**config.mk**
```make
export PLATFORM = sky130hd
export DESIGN_NAME = wb_arbiter_3m
export DESIGN_NICKNAME = d
export VERILOG_FILES = /design/src/rtl/wb_arbiter_3m.sv
export SDC_FILE = /design/constraint.sdc
export NUM_CORES = 1
export LEC_CHECK = 0
export CAP_MARGIN = 5
export CORE_AREA = 2 2 103 105
export DETAILED_ROUTE_END_ITERATION = 10
export DIE_AREA = 0 0 105 107
export GPL_TIMING_DRIVEN = 0
export PLACE_DENSITY = 0.57
export SETUP_SLACK_MARGIN = 0.3
export SLEW_MARGIN = 20
export SYNTH_ARGS = -nofsm -noshare
export SYNTH_HDL_FRONTEND = slang
export SYNTH_SLANG_ARGS = --single-unit
```
**constraint.sdc**
```tcl
create_clock -name i_clk -period 2 [get_ports i_clk]
set_input_delay 0.4 -clock i_clk [delete_from_list [all_inputs] [get_ports i_clk]]
set_output_delay 0.4 -clock i_clk [all_outputs]
set_load 0.03 [all_outputs]
```
**src/rtl/wb_arbiter_3m.sv**
```systemverilog
// Three-master to one-slave Wishbone arbiter (icache_0, icache_1, dcache).
// Round-robin grant held for the whole cyc of the winning master; slave
// responses are steered only to the granted master.
// Optional stall timeout with abort: define WB_ARB_TIMEOUT_EN.
module wb_arbiter_3m #(
  parameter int ADDR_W      = 24,
  parameter int DATA_W      = 16,
  parameter int SEL_W       = 2,
  parameter int TIMEOUT_CYC = 255
) (
  input  logic              i_clk,
  input  logic              i_rst,
  // master 0 (icache_0)
  input  logic              m0_cyc,
  input  logic              m0_stb,
  input  logic              m0_we,
  input  logic [ADDR_W-1:0] m0_adr,
  input  logic [DATA_W-1:0] m0_o_dat,
  input  logic [SEL_W-1:0]  m0_sel,
  input  logic              m0_4_burst,
  input  logic              m0_8_burst,
  output logic [DATA_W-1:0] m0_i_dat,
  output logic              m0_ack,
  output logic              m0_err,
  // master 1 (icache_1)
  input  logic              m1_cyc,
  input  logic              m1_stb,
  input  logic              m1_we,
  input  logic [ADDR_W-1:0] m1_adr,
  input  logic [DATA_W-1:0] m1_o_dat,
  input  logic [SEL_W-1:0]  m1_sel,
  input  logic              m1_4_burst,
  input  logic              m1_8_burst,
  output logic [DATA_W-1:0] m1_i_dat,
  output logic              m1_ack,
  output logic              m1_err,
  // master 2 (dcache)
  input  logic              m2_cyc,
  input  logic              m2_stb,
  input  logic              m2_we,
  input  logic [ADDR_W-1:0] m2_adr,
  input  logic [DATA_W-1:0] m2_o_dat,
  input  logic [SEL_W-1:0]  m2_sel,
  input  logic              m2_4_burst,
  input  logic              m2_8_burst,
  output logic [DATA_W-1:0] m2_i_dat,
  output logic              m2_ack,
  output logic              m2_err,
  // slave side (inner bus)
  output logic              s_cyc,
  output logic              s_stb,
  output logic              s_we,
  output logic [ADDR_W-1:0] s_adr,
  output logic [DATA_W-1:0] s_o_dat,
  output logic [SEL_W-1:0]  s_sel,
  output logic              s_4_burst,
  output logic              s_8_burst,
  input  logic [DATA_W-1:0] s_i_dat,
  input  logic              s_ack,
  input  logic              s_err,
  // debug
  output logic [1:0]        o_grant
);

  typedef enum logic [2:0] {
    IDLE,
    G0,
    G1,
    G2
`ifdef WB_ARB_TIMEOUT_EN
    , ABORT
`endif
  } state_t;

  state_t     state_p0, state_nxt;
  logic [1:0] last_p0, last_nxt;
  logic       to_hit;

  // Round-robin pick: search last+1, last+2, last+3 (mod 3); 3 means no request.
  function automatic logic [1:0] rr_pick(input logic [1:0] last, input logic [2:0] req);
    logic [1:0] p;
    p = 2'd3;
    case (last)
      2'd0:    p = req[1] ? 2'd1 : req[2] ? 2'd2 : req[0] ? 2'd0 : 2'd3;
      2'd1:    p = req[2] ? 2'd2 : req[0] ? 2'd0 : req[1] ? 2'd1 : 2'd3;
      default: p = req[0] ? 2'd0 : req[1] ? 2'd1 : req[2] ? 2'd2 : 2'd3;
    endcase
    return p;
  endfunction

`ifdef WB_ARB_TIMEOUT_EN
  localparam logic [7:0] TO_LIM = TIMEOUT_CYC[7:0];

  logic [7:0] to_cnt_p0;
  logic [1:0] abort_p0, abort_nxt;
  logic       abort_cyc;
  logic       in_grant;

  assign in_grant  = (state_p0 == G0) || (state_p0 == G1) || (state_p0 == G2);
  assign to_hit    = in_grant && (to_cnt_p0 == TO_LIM);
  assign abort_cyc = (abort_p0 == 2'd0) ? m0_cyc :
                     (abort_p0 == 2'd1) ? m1_cyc : m2_cyc;

  // Stall counter: counts unanswered strobes while granted, clears on any response or state change.
  always_ff @(posedge i_clk) begin
    if (i_rst) begin
      to_cnt_p0 <= 8'd0;
      abort_p0  <= 2'd0;
    end else begin
      abort_p0 <= abort_nxt;
      if (!in_grant || (state_nxt != state_p0) || s_ack || s_err)
        to_cnt_p0 <= 8'd0;
      else if (s_stb)
        to_cnt_p0 <= to_cnt_p0 + 8'd1;
    end
  end
`else
  assign to_hit = 1'b0;
`endif

  // Grant state and round-robin pointer registers.
  always_ff @(posedge i_clk) begin
    if (i_rst) begin
      state_p0 <= IDLE;
      last_p0  <= 2'd2;
    end else begin
      state_p0 <= state_nxt;
      last_p0  <= last_nxt;
    end
  end

  // Next-state: arbitrate only from IDLE; a grant ends when its master drops cyc.
  always_comb begin
    state_nxt = state_p0;
    last_nxt  = last_p0;
`ifdef WB_ARB_TIMEOUT_EN
    abort_nxt = abort_p0;
`endif
    case (state_p0)
      IDLE: begin
        case (rr_pick(last_p0, {m2_cyc, m1_cyc, m0_cyc}))
          2'd0:    state_nxt = G0;
          2'd1:    state_nxt = G1;
          2'd2:    state_nxt = G2;
          default: state_nxt = IDLE;
        endcase
      end
      G0: begin
        if (!m0_cyc) begin
          state_nxt = IDLE;
          last_nxt  = 2'd0;
        end
`ifdef WB_ARB_TIMEOUT_EN
        else if (to_hit) begin
          state_nxt = ABORT;
          abort_nxt = 2'd0;
        end
`endif
      end
      G1: begin
        if (!m1_cyc) begin
          state_nxt = IDLE;
          last_nxt  = 2'd1;
        end
`ifdef WB_ARB_TIMEOUT_EN
        else if (to_hit) begin
          state_nxt = ABORT;
          abort_nxt = 2'd1;
        end
`endif
      end
      G2: begin
        if (!m2_cyc) begin
          state_nxt = IDLE;
          last_nxt  = 2'd2;
        end
`ifdef WB_ARB_TIMEOUT_EN
        else if (to_hit) begin
          state_nxt = ABORT;
          abort_nxt = 2'd2;
        end
`endif
      end
`ifdef WB_ARB_TIMEOUT_EN
      ABORT: begin
        if (!abort_cyc) begin
          state_nxt = IDLE;
          last_nxt  = abort_p0;
        end
      end
`endif
      default: state_nxt = IDLE;
    endcase
  end

  // Bus mux: granted master drives the slave, slave responses go back to it alone.
  always_comb begin
    s_cyc     = 1'b0;
    s_stb     = 1'b0;
    s_we      = 1'b0;
    s_adr     = '0;
    s_o_dat   = '0;
    s_sel     = '0;
    s_4_burst = 1'b0;
    s_8_burst = 1'b0;
    m0_i_dat  = '0;
    m0_ack    = 1'b0;
    m0_err    = 1'b0;
    m1_i_dat  = '0;
    m1_ack    = 1'b0;
    m1_err    = 1'b0;
    m2_i_dat  = '0;
    m2_ack    = 1'b0;
    m2_err    = 1'b0;
    o_grant   = 2'd3;
    case (state_p0)
      G0: begin
        s_cyc     = m0_cyc;
        s_stb     = m0_stb;
        s_we      = m0_we;
        s_adr     = m0_adr;
        s_o_dat   = m0_o_dat;
        s_sel     = m0_sel;
        s_4_burst = m0_4_burst;
        s_8_burst = m0_8_burst;
        m0_i_dat  = s_i_dat;
        m0_ack    = s_ack;
        m0_err    = s_err | to_hit;
        o_grant   = 2'd0;
      end
      G1: begin
        s_cyc     = m1_cyc;
        s_stb     = m1_stb;
        s_we      = m1_we;
        s_adr     = m1_adr;
        s_o_dat   = m1_o_dat;
        s_sel     = m1_sel;
        s_4_burst = m1_4_burst;
        s_8_burst = m1_8_burst;
        m1_i_dat  = s_i_dat;
        m1_ack    = s_ack;
        m1_err    = s_err | to_hit;
        o_grant   = 2'd1;
      end
      G2: begin
        s_cyc     = m2_cyc;
        s_stb     = m2_stb;
        s_we      = m2_we;
        s_adr     = m2_adr;
        s_o_dat   = m2_o_dat;
        s_sel     = m2_sel;
        s_4_burst = m2_4_burst;
        s_8_burst = m2_8_burst;
        m2_i_dat  = s_i_dat;
        m2_ack    = s_ack;
        m2_err    = s_err | to_hit;
        o_grant   = 2'd2;
      end
`ifdef WB_ARB_TIMEOUT_EN
      ABORT: o_grant = abort_p0;
`endif
      default: o_grant = 2'd3;
    endcase
  end

endmodule

```
==> metrics, run 1 <==
outcome=complete, but fails checks; violated checks=setup timing; post-route ant nets=0; Layout Cell Area excl Fill=5290 um2; Clock Skew=0.551 ps; Int Pwr=0.00163 W; Num CTS Buffers=3; final hold vios=0; Worst Setup Start Kind=register; clock sinks=4; post-layout util=52.4%; clock tree buffer depth=2; Initial Util=13.7%; Filler Cell Count=981; Sw Pwr=0.00132 W; vias in the first global route=3043; worst setup margin=-244 ps; Clk network pwr share=6.1%; layout cells sized above 1=50.4%; Tcrit/Tclk final=112%; Cells after Synth=207; Reg-to-Reg End=last_p0[1]; clock-pin slew on the worst setup and hold paths=30 ps; first-pass GRT wire length=18000 um; largest net degree at the start of global routing=11; Gate power share=89.6%; I/O Buffers=263; YS warnings=0; I/O pins=264; MaxCap Viol Count=0; 1st-iter DRT viols=319; initial antenna violation count=1; CTS tree=done; hold crit path type=register to register; Reg2Reg Depth=10; Flop pwr share=4.3%; Overflow after GRT=0; RSZ-0062 raised after global routing=true; die width=105 um; worst vdd ir=0.539 mV; Fmax=446 MHz; post-DR wirelength/cell=19.6 um; mean post-synth cell area=6.70 um2; Hold Buf Count CTS=0; die height=107 um; root buf cell=clkbuf_8; Remaining DRCs=0; Worst Path Arrival=1840 ps; register area share after synthesis=5.77%; TritonRoute pass-1 iters=8; Synth Cell Area=1390 um2; Yosys reg bits=4; switching share of power=44.6%; Register-to-Register Setup Slack=100 ps; Vias/cell=4.69; Core Area=10100 um2; dpl ws=-659 ps; Min Hold Slack=517 ps; critical path endpoint category=primary output; Post-Route WL=12600 um; fin crit period=2240 ps; worst r2r src=state_p0[1]; leakage=2.16 nW; dpl cell area=4390 um2; die area=11200 um2; CP required=1600 ps; all-layer global routing usage=20.4%; vias=3013; CP max FO=7; synth-to-layout area growth=281%; Setup TNS=-6810 ps; hpwl dp=9470 um; worst-margin pin slew=507 ps; H-tree depth=1; Crit Path Category=register to primary output; Cell Pwr Density=558 nW/um2; Final setup viols=54; Rel. slew slack=66.2%; syn nets=375; clock latency on the worst-skew pair=220 ps; Synth cell types=20; # rows=37; Final Slew Violations=0; CP startpoint=state_p0[0]; gpl congestion=0.883; final net count=675; CP endpoint=s_adr[4]
cells in the final DEF, fill, tap and decap left out, types with 3 or more instances in the layout:
cell             count
a222oi_1            47
and2_1              20
and2_4              34
buf_4               18
buf_6              113
buf_8                9
clkbuf_16            9
clkbuf_8             9
clkdlybuf4s50_1    158
ha_1                 3
ha_4                 3
nand2b_1             6
nor2_2              46
worst min-delay path by stage:
stage / start / endpoint / slack [ps] / depth (start not counted)
5_1_grt: last_p0[0] / last_p0[0] / 530 / 2
3_5_place_dp: last_p0[0] / last_p0[0] / 480 / 2
3_3_place_gp: last_p0[0] / last_p0[0] / 480 / 2
6_report: last_p0[0] / last_p0[0] / 520 / 2
2_1_floorplan: last_p0[0] / last_p0[0] / 460 / 2
4_1_cts: last_p0[0] / last_p0[0] / 500 / 2
Yosys cell counts:
library cell,instances,area (um2)
dfxtp_1,4,80.1
mux2i_1,2,20.0
nand2b_1,6,37.5
and3_1,1,6.26
a21oi_1,1,5.00
clkbuf_1,18,67.6
a21boi_0,1,7.51
o2111ai_1,1,8.76
inv_1,3,11.3
or2_1,1,6.26
ha_1,7,87.6
o21ai_0,1,5.00
o32ai_1,1,8.76
nor2_1,49,184
and2_1,54,338
buf_2,2,10.0
buf_1,6,22.5
a222oi_1,47,470
and2b_1,1,7.51
nand2_1,1,3.75
kinds of logic (layout without fill, tap and decap cells):
| logic type | count (synthesis) | after routing | share of synthesized area [%] |
|---|---|---|---|
| AND/OR/NAND/NOR | 113 | 113 | 42.0 |
| AO/OA/AOI/OAI | 52 | 52 | 36.4 |
| buffers and inverters | 29 | 328 | 8.02 |
| adder cells (fa/ha/maj) | 7 | 7 | 6.31 |
| flip-flops | 4 | 4 | 5.77 |
| multiplexers | 2 | 2 | 1.44 |
| other | 0 | 1 | 0 |
sequential cells by signal (all words and copies together) (netlist names):
name and cells:
last_p0 2, state_p0 2
stage by stage:
step	instances	total power, W
2_1_floorplan	207	0.00122
3_3_place_gp	606	0.00214
3_5_place_dp	606	0.00214
4_1_cts	633	0.00276
5_1_grt	643	0.00311
6_report	643	0.00295
final cells by class:
| cell class | instances | area, um2 | share of cell area (%) |
|---|---|---|---|
| diodes | 1 | 2.50 | 0.0473 |
| plain buffers | 26 | 400 | 7.57 |
| clock buffers | 4 | 45.0 | 0.852 |
| inverters | 3 | 16.3 | 0.308 |
| multi-input cells | 174 | 1450 | 27.4 |
| flip-flops and latches | 4 | 87.6 | 1.66 |
| well taps | 136 | 170 | 3.22 |
| repair buffers | 295 | 3110 | 58.9 |
worst max-delay path, cell delays in order, from the launching register on:
cell       delay, ps
dfxtp_4          380
inv_4             60
ha_4             170
clkbuf_16        170
clkbuf_16        150
a222oi_1         490
nor2_4            40
buf_6            150
metal layers:
| layer | global-route usage, % | routed length, um | up-vias |
|---|---|---|---|
| met5 | 0 | 0 | - |
| met4 | 5.05 | 237 | 0 |
| met3 | 5.05 | 887 | 16 |
| met2 | 36.8 | 6490 | 151 |
| met1 | 24.2 | 5010 | 1442 |
| li1 | - | - | 1404 |
power by group through the flow:
stage / sequential, W / combinational, W / clock (W)
after global routing: 0.000129 / 0.00278 / 0.000198
after CTS: 0.000124 / 0.00246 / 0.000182
final: 0.000126 / 0.00264 / 0.000180
after detailed placement: 0.000121 / 0.00202 / 0
after global placement: 0.000120 / 0.00201 / 0
after floorplan: 0.000115 / 0.00111 / 0
repair_timing:
item / CTS / global route
setup buffers: 18 / 6
hold endpoints to repair: 0 / 0
pin swaps: 69 / 39
cloned: 5 / 3
gates resized for setup: 763 / 76
endpoints found under the setup margin: 107 / 107
Power figures use the tool's default switching activity.
==> inputs of run 2 (changes only) <==
--- a/config.mk
+++ b/config.mk
@@ -6,11 +6,12 @@
 export NUM_CORES = 1
 export LEC_CHECK = 0
 export CAP_MARGIN = 5
-export CORE_AREA = 2 2 103 105
+export CORE_AREA = 2 2 101 103
 export DETAILED_ROUTE_END_ITERATION = 10
-export DIE_AREA = 0 0 105 107
+export DIE_AREA = 0 0 103 105
 export GPL_TIMING_DRIVEN = 0
-export PLACE_DENSITY = 0.57
+export PLACE_DENSITY = 0.59
+export REMOVE_ABC_BUFFERS = 1
 export SETUP_SLACK_MARGIN = 0.3
 export SLEW_MARGIN = 20
 export SYNTH_ARGS = -nofsm -noshare
==> constraint.sdc (replaced) <==
create_clock -name i_clk -period 2.68 [get_ports i_clk]
set_input_delay 0.536 -clock i_clk [delete_from_list [all_inputs] [get_ports i_clk]]
set_output_delay 0.536 -clock i_clk [all_outputs]
set_load 0.03 [all_outputs]
==> metrics, run 2 (same netlist as run 1, synthesis figures left out) <==
root buf cell=clkbuf_8 (unchanged); Final Slew Violations=0 (unchanged); layout cells sized above 1=18.7% (was 50.4%); total power=0.00169 W (was 0.00295 W); post-route ant nets=0 (unchanged); clock-pin slew on the worst setup and hold paths=30 ps (about the same); clock latency on the worst-skew pair=220 ps (about the same); RSZ-0062 raised after global routing=true (unchanged); Remaining DRCs=0 (unchanged); Rel. slew slack=68.5% (was 66.2%); H-tree depth=1 (unchanged); slowest stage delay, CP=470 ps (was 490 ps); Tcrit/Tclk final=87.6%; Reg area=87.6 um2 (unchanged); Filler Cell Count=1031 (was 981); Clock Skew=3.79 ps (was 0.551 ps); most frequent cells in the layout=clkdlybuf4s50_1 (161), and2_1 (54), dlygate4sd2_1 (51) (was clkdlybuf4s50_1 (158), buf_6 (113), a222oi_1 (47)); critical path endpoint category=primary output (unchanged); Core Area=9640 um2 (was 10100 um2); placed insts=578 (was 606); footprint of the multi-input gates=1250 um2 (was 1450 um2); outcome=finished, final reports clean (was complete, but fails checks); first-pass GRT wire length=16500 um (was 18000 um); leakage=1.95 nW (was 2.16 nW); clock tree buffer depth=2 (unchanged); worst vdd ir=0.297 mV (was 0.539 mV); Hold Buf Count CTS=0 (unchanged); Regs by FF count=last_p0 x2, state_p0 x2 (unchanged); ant diodes=0 (was 1); post-DR wirelength/cell=19.3 um (was 19.6 um); die width=103 um (was 105 um); worst r2r src=state_p0[0] (was state_p0[1]); I/O pins=264 (unchanged); die height=105 um (was 107 um); post-layout util=44.0% (was 52.4%); Final setup viols=0 (was 54); CP required=2140 ps (was 1600 ps); Num CTS Buffers=3 (unchanged); Fmax=426 MHz; I/O Buffers=263 (unchanged); CP max FO=17 (was 7); final hold vios=0 (unchanged); synth-to-layout area growth=206% (was 281%); vias=2878 (was 3013); Vias/cell=4.72 (was 4.69); TritonRoute pass-1 iters=6 (was 8); # rows=36 (was 37); Cell Pwr Density=397 nW/um2 (was 558 nW/um2); initial antenna violation count=0 (was 1); slowest CP cell=a222oi_1 (unchanged); worst-margin pin slew=473 ps (was 507 ps); dpl ws=-381 ps (was -659 ps); CP startpoint=state_p0[0] (unchanged); gpl congestion=0.835 (was 0.883); final net count=647 (was 675); vias in the first global route=2775 (was 3043); die area=10800 um2 (was 11200 um2); Post-Route WL=11800 um (was 12600 um); Crit Path Category=register to primary output (unchanged); cells along the critical path=inv_4 > ha_4 > buf_12 > a222oi_1 > nor2_1 > buf_4 (was inv_4 > ha_4 > clkbuf_16 > clkbuf_16 > a222oi_1 > nor2_4 > buf_6); hold crit path type=register to register (unchanged); Worst Path Arrival=1810 ps (was 1840 ps); Overflow after GRT=0 (unchanged); worst setup margin=334 ps (was -244 ps); all-layer global routing usage=19.8% (was 20.4%); min-delay src=last_p0[0] (unchanged); most common cell after layout, fill and taps aside=clkdlybuf4s50_1 (unchanged); 1st-iter DRT viols=237 (was 319); clock sinks=4 (unchanged); fin crit period=2350 ps; largest net degree at the start of global routing=34 (was 11); hpwl dp=7830 um (was 9470 um); MaxCap Viol Count=0 (unchanged); Worst Setup Start Kind=register (unchanged); Final Non-Filler Cells=610 (was 643); Initial Util=14.4% (was 13.7%); CTS tree=done (unchanged)
-- run 2: changes by cell type in the layout (fill, tap and decap cells not counted), sizes merged --
cell,change
buf,-71
clkdlybuf4s50,+3
clkdlybuf4s15,+4
dlygate4sd2,+49
diode,-1
clkbuf,-14
-- run 2: layout make-up --
cell class / instances / share of cell area, %
Inverter: 3 / 0.324
Clock buffer: 3 / 0.973
Tap cell: 133 / 3.92
Multi-Input combinational cell: 174 / 29.4
Timing Repair Buffer: 293 / 63.4
Sequential cell: 4 / 2.06
-- run 2: critical path: cells and delay by family, from the launching register on --
| family | cells | cell delay [ps] |
|---|---|---|
| compound gates | 1 | 470 |
| buf+inv | 3 | 430 |
| simple gates | 1 | 80 |
| flops | 1 | 390 |
| fa+ha+maj | 1 | 210 |
-- run 2: timing repair --
| action | 4_1_cts | 5_1_grt |
|---|---|---|
| setup buffers | 27 | 2 |
| setup endpoints to repair | 105 | 55 |
| pin swaps | 11 | 16 |
| resized for setup | 241 | 67 |
-- run 2: final timing paths --
| check | endpoint | slack (ps) | cells past startpoint |
|---|---|---|---|
| hold reg to reg | last_p0[0] | 500 | 2 |
| setup / recovery | s_o_dat[0] | 330 | 6 |
| setup reg to reg | last_p0[1] | 740 | 8 |
| hold / removal | last_p0[0] | 500 | 2 |
-- run 2: layer usage --
metal	global-route usage (%)	part of all wire (%)
met2	36.8	51
met4	0.846	0.14
met1	23.6	38
met3	5.08	11
met5	0	0
-- run 2: power breakdown --
group | internal [W] | leakage, nW | switching (W) | total, W
clock network | 0.0000960 | 0.0216 | 0.0000333 | 0.000129
registers | 0.0000741 | 0.0342 | 0.0000161 | 0.0000902
logic | 0.000677 | 1.89 | 0.000790 | 0.00147
-- run 2: through the flow --
| stage | TNS (ps) | instance area [um2] | hold slack [ps] |
|---|---|---|---|
| final | 0 | 4250 | 504 |
| after CTS | 0 | 4340 | 505 |
| after floorplan | -5340 | 1290 | 459 |
| after global routing | 0 | 4250 | 549 |
| after global placement | -130520 | 4090 | 481 |
| after detailed placement | -8020 | 4150 | 499 |
